`config.mk`:
```
export PLATFORM = sky130hd
export DESIGN_NAME = instr_mem_loader
export DESIGN_NICKNAME = d
export VERILOG_FILES = /design/src/rtl/instr_mem_pkg.sv /design/src/rtl/instr_mem_array.sv /design/src/rtl/instr_mem_loader.sv
export SDC_FILE = /design/constraint.sdc
export NUM_CORES = 2
export LEC_CHECK = 0
export BUFFER_PORTS_ARGS = -buffer_cell sky130_fd_sc_hd__buf_2
export CORE_MARGIN = 2
export CORE_UTILIZATION = 25
export CTS_CLUSTER_DIAMETER = 120
export CTS_CLUSTER_SIZE = 20
export DETAILED_ROUTE_END_ITERATION = 8
export GPL_TIMING_DRIVEN = 0
export PLACE_DENSITY = 0.38
export SLEW_MARGIN = 20
export SYNTH_ARGS = -nofsm -noshare
export SYNTH_HDL_FRONTEND = slang
export SYNTH_SLANG_ARGS = --single-unit
```
`constraint.sdc`:
```
create_clock -name clk -period 9.2 [get_ports clk]
set_input_delay 0.46 -clock clk [delete_from_list [all_inputs] [get_ports clk]]
set_output_delay 0.46 -clock clk [all_outputs]
set_load 0.02 [all_outputs]
```
`src/rtl/instr_mem_pkg.sv`:
```
// Shared opcodes, fill word and controller state encoding for the instruction store.
package instr_mem_pkg;

    localparam logic [3:0] OP_ADD   = 4'h0;
    localparam logic [3:0] OP_SUB   = 4'h1;
    localparam logic [3:0] OP_LOAD  = 4'h5;
    localparam logic [3:0] OP_STORE = 4'h6;
    localparam logic [3:0] OP_LI    = 4'h7;
    localparam logic [3:0] OP_NOP   = 4'hF;

    localparam logic [15:0] NOP_WORD = {OP_NOP, 12'h000};

    typedef enum logic [1:0] {
        INIT = 2'd0,
        IDLE = 2'd1,
        LOAD = 2'd2
    } state_t;

endpackage

```
`src/rtl/instr_mem_array.sv`:
```
// Single-port synchronous instruction RAM; read data updates only on en and holds otherwise.
module instr_mem_array #(
    parameter int ADDR_W  = 8,
    parameter int INSTR_W = 16,
    parameter int DEPTH   = 256
) (
    input  logic               clk,
    input  logic               we,
    input  logic               en,
    input  logic [ADDR_W-1:0]  addr,
    input  logic [INSTR_W-1:0] wdata,
    output logic [INSTR_W-1:0] rdata
);

    logic [INSTR_W-1:0] mem [DEPTH];

    always_ff @(posedge clk) begin
        if (we) begin
            mem[addr] <= wdata;
        end
        if (en) begin
            rdata <= mem[addr];
        end
    end

endmodule

```
`src/rtl/instr_mem_loader.sv`:
```
// Instruction store with NOP sweep after reset, streaming program load and a
// one-cycle-latency fetch port. Handshakes: a fetch transfers when fetch_req & fetch_gnt;
// a returned word is consumed when instr_valid & instr_ready; a load word when ld_valid & ld_ready.
module instr_mem_loader
    import instr_mem_pkg::*;
#(
    parameter int                 ADDR_W   = 8,
    parameter int                 INSTR_W  = 16,
    parameter int                 DEPTH    = 256,
    parameter logic [INSTR_W-1:0] NOP_WORD = instr_mem_pkg::NOP_WORD
) (
    input  logic               clk,
    input  logic               rst_n,
    input  logic               fetch_req,
    input  logic [ADDR_W-1:0]  fetch_addr,
    output logic               fetch_gnt,
    output logic               instr_valid,
    output logic [INSTR_W-1:0] instr,
    output logic               instr_oob,
    input  logic               instr_ready,
    input  logic               ld_start,
    input  logic [ADDR_W-1:0]  ld_base,
    input  logic               ld_valid,
    input  logic [INSTR_W-1:0] ld_data,
    input  logic               ld_last,
    output logic               ld_ready,
    output logic               ld_ovf,
    output logic               mem_ready,
    output logic [1:0]         dbg_state
);

    localparam logic [ADDR_W:0]   DEPTH_X   = (ADDR_W+1)'(DEPTH);
    localparam logic [ADDR_W-1:0] LAST_ADDR = ADDR_W'(DEPTH - 1);

    state_t             state;
    logic [ADDR_W-1:0]  init_ptr;
    logic [ADDR_W-1:0]  ld_ptr;
    logic [ADDR_W-1:0]  wr_addr;
    logic [ADDR_W-1:0]  ram_addr;
    logic [INSTR_W-1:0] ram_wdata;
    logic [INSTR_W-1:0] ram_rdata;
    logic               ram_we;
    logic               ram_en;
    logic               ptr_oob;
    logic               fetch_oob;
    logic               show_nop;

    // A load base beyond the array folds to address 0 on its first write.
    assign ptr_oob   = ({1'b0, ld_ptr} >= DEPTH_X);
    assign wr_addr   = ptr_oob ? '0 : ld_ptr;
    assign fetch_oob = ({1'b0, fetch_addr} >= DEPTH_X);

    assign fetch_gnt = (state == IDLE) & fetch_req & ~ld_start & (~instr_valid | instr_ready);

    assign ram_we    = (state == INIT) | ((state == LOAD) & ld_valid);
    assign ram_en    = fetch_gnt & ~fetch_oob;
    assign ram_wdata = (state == INIT) ? NOP_WORD : ld_data;

    always_comb begin
        ram_addr = fetch_addr;
        case (state)
            INIT:    ram_addr = init_ptr;
            LOAD:    ram_addr = wr_addr;
            default: ram_addr = fetch_addr;
        endcase
    end

    // RAM read data holds between grants, so it doubles as the instr holding register.
    assign instr     = show_nop ? NOP_WORD : ram_rdata;
    assign dbg_state = state;

    instr_mem_array #(
        .ADDR_W  (ADDR_W),
        .INSTR_W (INSTR_W),
        .DEPTH   (DEPTH)
    ) u_array (
        .clk   (clk),
        .we    (ram_we),
        .en    (ram_en),
        .addr  (ram_addr),
        .wdata (ram_wdata),
        .rdata (ram_rdata)
    );

    always_ff @(posedge clk or negedge rst_n) begin
        if (!rst_n) begin
            state       <= INIT;
            init_ptr    <= '0;
            ld_ptr      <= '0;
            ld_ovf      <= 1'b0;
            ld_ready    <= 1'b0;
            mem_ready   <= 1'b0;
            instr_valid <= 1'b0;
            instr_oob   <= 1'b0;
            show_nop    <= 1'b1;
        end else begin
            if (fetch_gnt) begin
                instr_valid <= 1'b1;
                instr_oob   <= fetch_oob;
                show_nop    <= fetch_oob;
            end else if (instr_ready) begin
                instr_valid <= 1'b0;
                instr_oob   <= 1'b0;
                show_nop    <= 1'b1;
            end

            case (state)
                INIT: begin
                    if (init_ptr == LAST_ADDR) begin
                        state     <= IDLE;
                        mem_ready <= 1'b1;
                    end else begin
                        init_ptr <= init_ptr + 1'b1;
                    end
                end
                IDLE: begin
                    if (ld_start) begin
                        state     <= LOAD;
                        ld_ptr    <= ld_base;
                        ld_ovf    <= 1'b0;
                        ld_ready  <= 1'b1;
                        mem_ready <= 1'b0;
                    end
                end
                LOAD: begin
                    if (ld_valid) begin
                        if (wr_addr == LAST_ADDR) begin
                            ld_ptr <= '0;
                            ld_ovf <= 1'b1;
                        end else begin
                            ld_ptr <= wr_addr + 1'b1;
                        end
                        if (ptr_oob) begin
                            ld_ovf <= 1'b1;
                        end
                        if (ld_last) begin
                            state     <= IDLE;
                            ld_ready  <= 1'b0;
                            mem_ready <= 1'b1;
                        end
                    end
                end
                default: state <= INIT;
            endcase
        end
    end

endmodule

```
# ---- Yosys cells after proc, flatten, opt, wreduce, memory -nomap -nowiden
# Memories as Yosys holds them, arrays and structs flattened. A register that Yosys moved wholly into a read port is not among the register bits.
# Index checks and enable logic that the tools add are counted.
dict set report totals {
  reg_bits 24
  ramBits 4096
  in_bits 39
  output_inout_bits 24
  mem_count 1
}
# name words word_bits read_ports rd_ports_with_merged_regs write_ports line_no
set memory_table {}
lappend memory_table {u_array.mem 256 16 1 1 1 instr_mem_array.sv:15} ;# logic [INSTR_W-1:0] mem [DEPTH];
dict set report op_classes {
  addsub 2
  eq_ne 9
  muxes 31
  bitwise_logic 9
  reduce_logical 10
}
# op count
set op_table {}
lappend op_table {{2-to-1 mux 16 bit} 2}
lappend op_table {{case mux 8 bit (2 select lines)} 2}
lappend op_table {{2-to-1 mux 8 bit} 3}
lappend op_table {{adder 8 x 1 -> 8 bit, second input constant} 2}
lappend op_table {{equality test 8 bit, second input constant} 2}
lappend op_table {{2-to-1 mux 1 bit} 16}
lappend op_table {{AND reduction 4 bit} 3}
lappend op_table {{2-to-1 mux 2 bit} 4}
lappend op_table {{inequality test 2 bit, second input constant} 3}
lappend op_table {{case mux 2 bit (3 select lines)} 1}
lappend op_table {{AND reduction 5 bit} 1}
lappend op_table {{bitwise AND 1 bit} 4}
lappend op_table {{inequality test 2 x 1 -> 1 bit, second input constant} 2}
lappend op_table {{case mux 1 bit (2 select lines)} 2}
lappend op_table {{nonzero test 2 bit} 2}
lappend op_table {{inverter 1 bit} 3}
lappend op_table {{case mux 1 bit (3 select lines)} 1}
lappend op_table {{AND reduction 3 bit} 1}
lappend op_table {{nonzero test 3 bit} 1}
lappend op_table {{equality test 2 x 1 -> 1 bit, second input constant} 1}
lappend op_table {{equality test 2 bit, second input constant} 1}
lappend op_table {{logical NOT 2 bit} 1}
lappend op_table {{bitwise OR 1 bit} 2}
lappend op_table {{AND reduction 2 bit} 1}

# ---- Logic depth before layout (Yosys ltp)
dict set report logic_depth {
  depth_word 5
  mapped_depth 15
  ltp_nobuf 9
}

# ---- Cells and area by module
# From an unflattened synthesis, not the netlist that was laid out.
dict set report unflattened {
  cells_unflattened 6918
  hier_area_um2 157247.1
}
# mod n_inst cells_per_inst area_each_um2 seq_area_each_um2
set by_module_without_submodules {}
lappend by_module_without_submodules {instr_mem_array 1 6727 155559.2 123478.4}
lappend by_module_without_submodules {instr_mem_loader 1 191 1687.9 576.8}

# ---- Least setup slack after synthesis
# Ideal clock, no wire load.
dict set report synth_path {
  kind {reg-to-reg}
  start {reg state[0] (netlist: dbg_state[0])}
  end {mem u_array.mem[0][10] (data pin)}
  setup_ns 1.449
  arrival_ns 7.938
  slack_ns -0.186
  path_stages_with_launch 8
  path_buffers 5
  cell_sequence {dfrtp_1 buf_2 buf_2 buf_1 clkbuf_1 nor2_1 clkbuf_1 nor2b_1}
}
dict set report synth_between {
  elab_chain_cells 2
}
# element line_no
set synth_rtl {}
lappend synth_rtl {{start: declaration} instr_mem_loader.sv:35} ;# state_t state;
lappend synth_rtl {{start signal: assignment} instr_mem_loader.sv:87} ;# state <= INIT;
lappend synth_rtl {{start signal: assignment} instr_mem_loader.sv:110} ;# state <= IDLE;
lappend synth_rtl {{start signal: assignment} instr_mem_loader.sv:118} ;# state <= LOAD;
lappend synth_rtl {{logical NOT 2 bit} instr_mem_loader.sv:57} ;# assign ram_wdata = (state == INIT) ? NOP_WORD : ld_data;
lappend synth_rtl {{2-to-1 mux 16 bit} instr_mem_loader.sv:57}
lappend synth_rtl {{named net ram_wdata[10]} instr_mem_loader.sv:40} ;# logic [INSTR_W-1:0] ram_wdata;
lappend synth_rtl {{end: declaration} instr_mem_array.sv:15}
# The timed path passes the listed nets, and every way through them passes these cells.

# ---- Worst setup path after layout
dict set report layout_path {
  start {reg state[1] (netlist: dbg_state[1])}
  end {mem u_array.mem[215][8] (enable)}
}
dict set report layout_between {
  elab_chain_cells 5
}
# element line_no
set layout_rtl {}
lappend layout_rtl {{equality test 2 bit} {instr_mem_loader.sv:55, instr_mem_loader.sv:61}}
lappend layout_rtl {{bitwise AND 1 bit} instr_mem_loader.sv:55} ;# assign ram_we = (state == INIT) | ((state == LOAD) & ld_valid);
lappend layout_rtl {{bitwise OR 1 bit} instr_mem_loader.sv:55}
lappend layout_rtl {{2-to-1 mux 1 bit} instr_mem_array.sv:18} ;# if (we) begin
lappend layout_rtl {{2-to-1 mux 1 bit (implied by the code)} instr_mem_array.sv:19} ;# mem[addr] <= wdata;
# Parallel ways exist; a longest one is shown, timed or not.

==> impl_metrics.tcl <==
set metrics [dict create \
    setup_repair_after_global_routing_missed_its_margin "false" \
    timing.critical_path.slowest_stage_cell "sky130_fd_sc_hd__buf_2" \
    clock_skew_ps 58.8 \
    floorplan_die_area_um2 651000 \
    crit_arrival_ps 8180 \
    hold-path-endpoint "u_array.mem[12][15]" \
    layout.core_utilization 0.293 \
    vias_per_cell 5.05 \
    first_pass_grt_wire_length_um 916000 \
    placed_cells_incl_taps 20527 \
    postSynthNetCount 11493 \
    worst_skew_pair.late_latency_ps 1030 \
    comb_power_share 0.536 \
    clock_power_share 0.152 \
    postSynthRegisterBits 4135 \
    post_drt_wl_per_cell_um 33.0 \
    worst_pin_slew_ps 1300 \
    cts_num_sinks 4135 \
    die-width_um 807 \
    clk_root_buffer_cell "sky130_fd_sc_hd__clkbuf_16" \
    power_frac_seq 0.312 \
    finalWirelength_um 689000 \
    floorplan.rows 294 \
    hold-path-cell-count 3 \
    final_period_minus_worst_setup_slack_ps 7460 \
    report.final.slew_viol_count 0 \
    cp.required_ps 9910 \
    setup.reg_to_reg.worst_slack_ps 1740 \
    dr.pass1.iters 6 \
    layout_cells_sized_above_1 0.103 \
    detailedRoute.firstIterationViolations 13624 \
    internal_power_uw 36600 \
    crit_chain "buf_2 -> mux2i_2 -> o21ai_0 -> nor2_2 -> buf_6 -> buf_2 -> buf_2 -> buf_2 -> nand2_1 -> clkbuf_4 -> buf_16 -> nor2_2 -> buf_8" \
    worst_path_maximum_fanout 12 \
    final.period_utilization 0.811 \
    path_clk_slew_ps 90 \
    worst_path_most_repeated_cell "sky130_fd_sc_hd__buf_2" \
    final_net_count 12252 \
    syn-instance-count 11452 \
    max_cap_viol_count 0 \
    routed-via-count 105308 \
    chipHeight_um 807 \
    design_area_um2 188000 \
    syn-mean-instance-area_um2 14.1 \
    ff2ff_path_depth 13 \
    grt_pass1_vias 99726 \
    grt_start_max_net_pins 52 \
    floorplan.initialDensity 0.251 \
    fillerInstances 64936 \
    sequential_share_of_the_synthesized_area 0.770 \
    groute.usage.overall 0.204 \
    yosysWarnings 0 \
    finalNonFillerCells 20864 \
    grt_overflow_total 0 \
    number_of_input_and_output_port_buffers_inserted 61 \
    cp_slowest_stage_delay_ps 840 \
    mappedNetlistArea_um2 161000 \
    worstReg2RegStart "dbg_state[1]" \
    vdd.ir_drop.worst_uv 226 \
    critPathLaunchType "flop" \
    p_leak_uw 0.0586 \
    run_status "completed" \
    report.final.hold_viol_count 0 \
    power_density_nw_per_um2 390 \
    timing.hold.worst.class "input port to flop" \
    syn2layout_area_growth_pct 16.6 \
    hold_path.startpoint "ld_data[15]" \
    dp_hpwl_um 496000 \
    pin_count 63 \
    timing.fmax_mhz 134 \
    max-slew-margin-rel 0.131 \
    tritoncts "yes" \
    clock_tree.buffer_depth 4 \
    switching_power_uw 36700 \
    worst_setup_path_end_kind "flop" \
    postRouteAntennaNets 0 \
    placement.cell_area_um2 181000 \
    htreeDepth 4 \
    antenna_found_initial 73 \
    synth.distinct_cells 42 \
    drc_errors 0 \
    fp.coreArea_um2 642000 \
    crit_path_class "flop to flop" \
    cts_resized 0 \
    gp_routability_congestion 0.955 \
    cts-buffers-inserted 231 \
    hold-worst-slack_ps 80.8 \
    swShare 0.501 \
    rr_endpoint "u_array.mem[215][8]" \
    finalSetupViolCount 0 \
]
registers in the layout, indices dropped and copies added (netlist names):
| signal | flops |
|---|---|
| ld_ovf | 1 |
| instr_valid | 1 |
| ld_ready | 1 |
| ld_ptr | 8 |
| show_nop | 1 |
| init_ptr | 8 |
| u_array.mem | 4096 |
| dbg_state | 2 |
| mem_ready | 1 |
| u_array.rdata | 16 |
per-layer routing:
metal  routed length (um)  share of wire  track usage
met5                  172        0.00025            0
met3                49900          0.072       0.0366
met1               313000           0.45        0.297
met2               302000           0.44        0.311
met4                23500          0.034       0.0602
critical path: cells and delay by family (launching register included):
kind | cells | cell delay (ps)
AND/OR/NAND/NOR | 3 | 1760
buffers and inverters | 8 | 3630
flip-flops | 1 | 490
AO/OA/AOI/OAI | 1 | 310
multiplexers | 1 | 720
cell usage in the layout (no fill, tap or decap), types with 88 or more instances in the layout:
cell type / n
sky130_fd_sc_hd__edfxtp_1: 4112
sky130_fd_sc_hd__a21oi_1: 2305
sky130_fd_sc_hd__nand2_1: 2088
sky130_fd_sc_hd__a22oi_1: 1553
sky130_fd_sc_hd__clkbuf_1: 526
sky130_fd_sc_hd__clkbuf_16: 235
sky130_fd_sc_hd__buf_2: 198
sky130_fd_sc_hd__nor2_2: 194
sky130_fd_sc_hd__buf_1: 154
sky130_fd_sc_hd__buf_12: 125
sky130_fd_sc_hd__buf_6: 116
sky130_fd_sc_hd__buf_16: 100
sky130_fd_sc_hd__buf_8: 88
cell families (layout without fill, tap and decap cells):
family	after synthesis	after routing	synth area share
flip-flops	4135	4135	0.770
multiplexers	12	12	0.000792
buffers and inverters	870	1675	0.0219
adder cells (fa/ha/maj)	2	2	0.000155
AND/OR/NAND/NOR	2512	2512	0.0607
AO/OA/AOI/OAI	3912	3912	0.146
XOR/XNOR	8	8	0.000435
other	1	24	0.0000233
worst max-delay path by stage:
stage	start	end
4_1_cts	dbg_state[1]	u_array.mem[215][8]
3_3_place_gp	dbg_state[0]	u_array.mem[136][6]
5_1_grt	dbg_state[1]	u_array.rdata[15]
2_1_floorplan	dbg_state[0]	u_array.mem[0][11]
6_report	dbg_state[1]	u_array.mem[215][8]
3_5_place_dp	dbg_state[1]	u_array.rdata[15]
power groups by stage:
stage	Sequential, uW	Combinational, uW	Clock [uW]
6_report	22900	39300	11100
5_1_grt	22900	40700	11900
4_1_cts	22900	38700	11400
3_5_place_dp	23300	38600	0
3_3_place_gp	24700	36300	0
2_1_floorplan	23800	16800	0
area by class of cell:
| class | count | area [um2] | area share |
|---|---|---|---|
| diodes | 23 | 57.6 | 0.000306 |
| flip-flops and latches | 4135 | 124000 | 0.660 |
| clock inverters | 17 | 215 | 0.00114 |
| inverters | 3 | 11.3 | 0.0000599 |
| repair buffers | 526 | 8500 | 0.0452 |
| clock buffers | 262 | 5980 | 0.0318 |
| plain buffers | 867 | 3640 | 0.0194 |
| multi-input cells | 6447 | 34800 | 0.185 |
| well taps | 8584 | 10700 | 0.0571 |
cells in the mapped netlist (all sizes together):
library cell | instances | area share
o221ai | 16 | 0.00087
clkbuf | 562 | 0.013
a311oi | 1 | 0.000054
a31oi | 1 | 0.000039
nand4 | 2 | 0.000078
or2 | 8 | 0.00031
inv | 3 | 0.000070
o21ai | 15 | 0.00047
a21o | 1 | 0.000047
mux2i | 9 | 0.00056
mux2 | 3 | 0.00023
a221o | 3 | 0.00019
a41oi | 1 | 0.000054
a32oi | 1 | 0.000054
buf | 305 | 0.0087
edfxtp | 4112 | 0.77
o21a | 7 | 0.00033
nor2 | 280 | 0.0065
nand2 | 2101 | 0.049
nor2b | 25 | 0.00097
and2 | 1 | 0.000039
nor3b | 5 | 0.00023
conb | 1 | 0.000023
or4 | 32 | 0.0015
ha | 2 | 0.00016
a22oi | 1553 | 0.072
nor4 | 32 | 0.0012
xor2 | 1 | 0.000054
nand3b | 2 | 0.000093
o22ai | 3 | 0.00012
nand2b | 5 | 0.00019
xnor2 | 7 | 0.00038
a21oi | 2310 | 0.072
nand3 | 14 | 0.00043
and3 | 5 | 0.00019
dfrtp | 22 | 0.0034
dfstp | 1 | 0.00016
through the flow:
step,TNS [ps],setup WS [ps],power [uW]
global route,0,1830,75500
finish,0,1740,73300
floorplan,-237130,-185,40600
CTS,0,1880,73000
global placement,-,-19260,61000
detailed placement,0,1950,61900
repair_timing:
item	in CTS	in global routing
setup buffers	0	0
hold buffers	34	0
endpoints found under the hold margin	266	0
(Power assumes the default switching activity.)
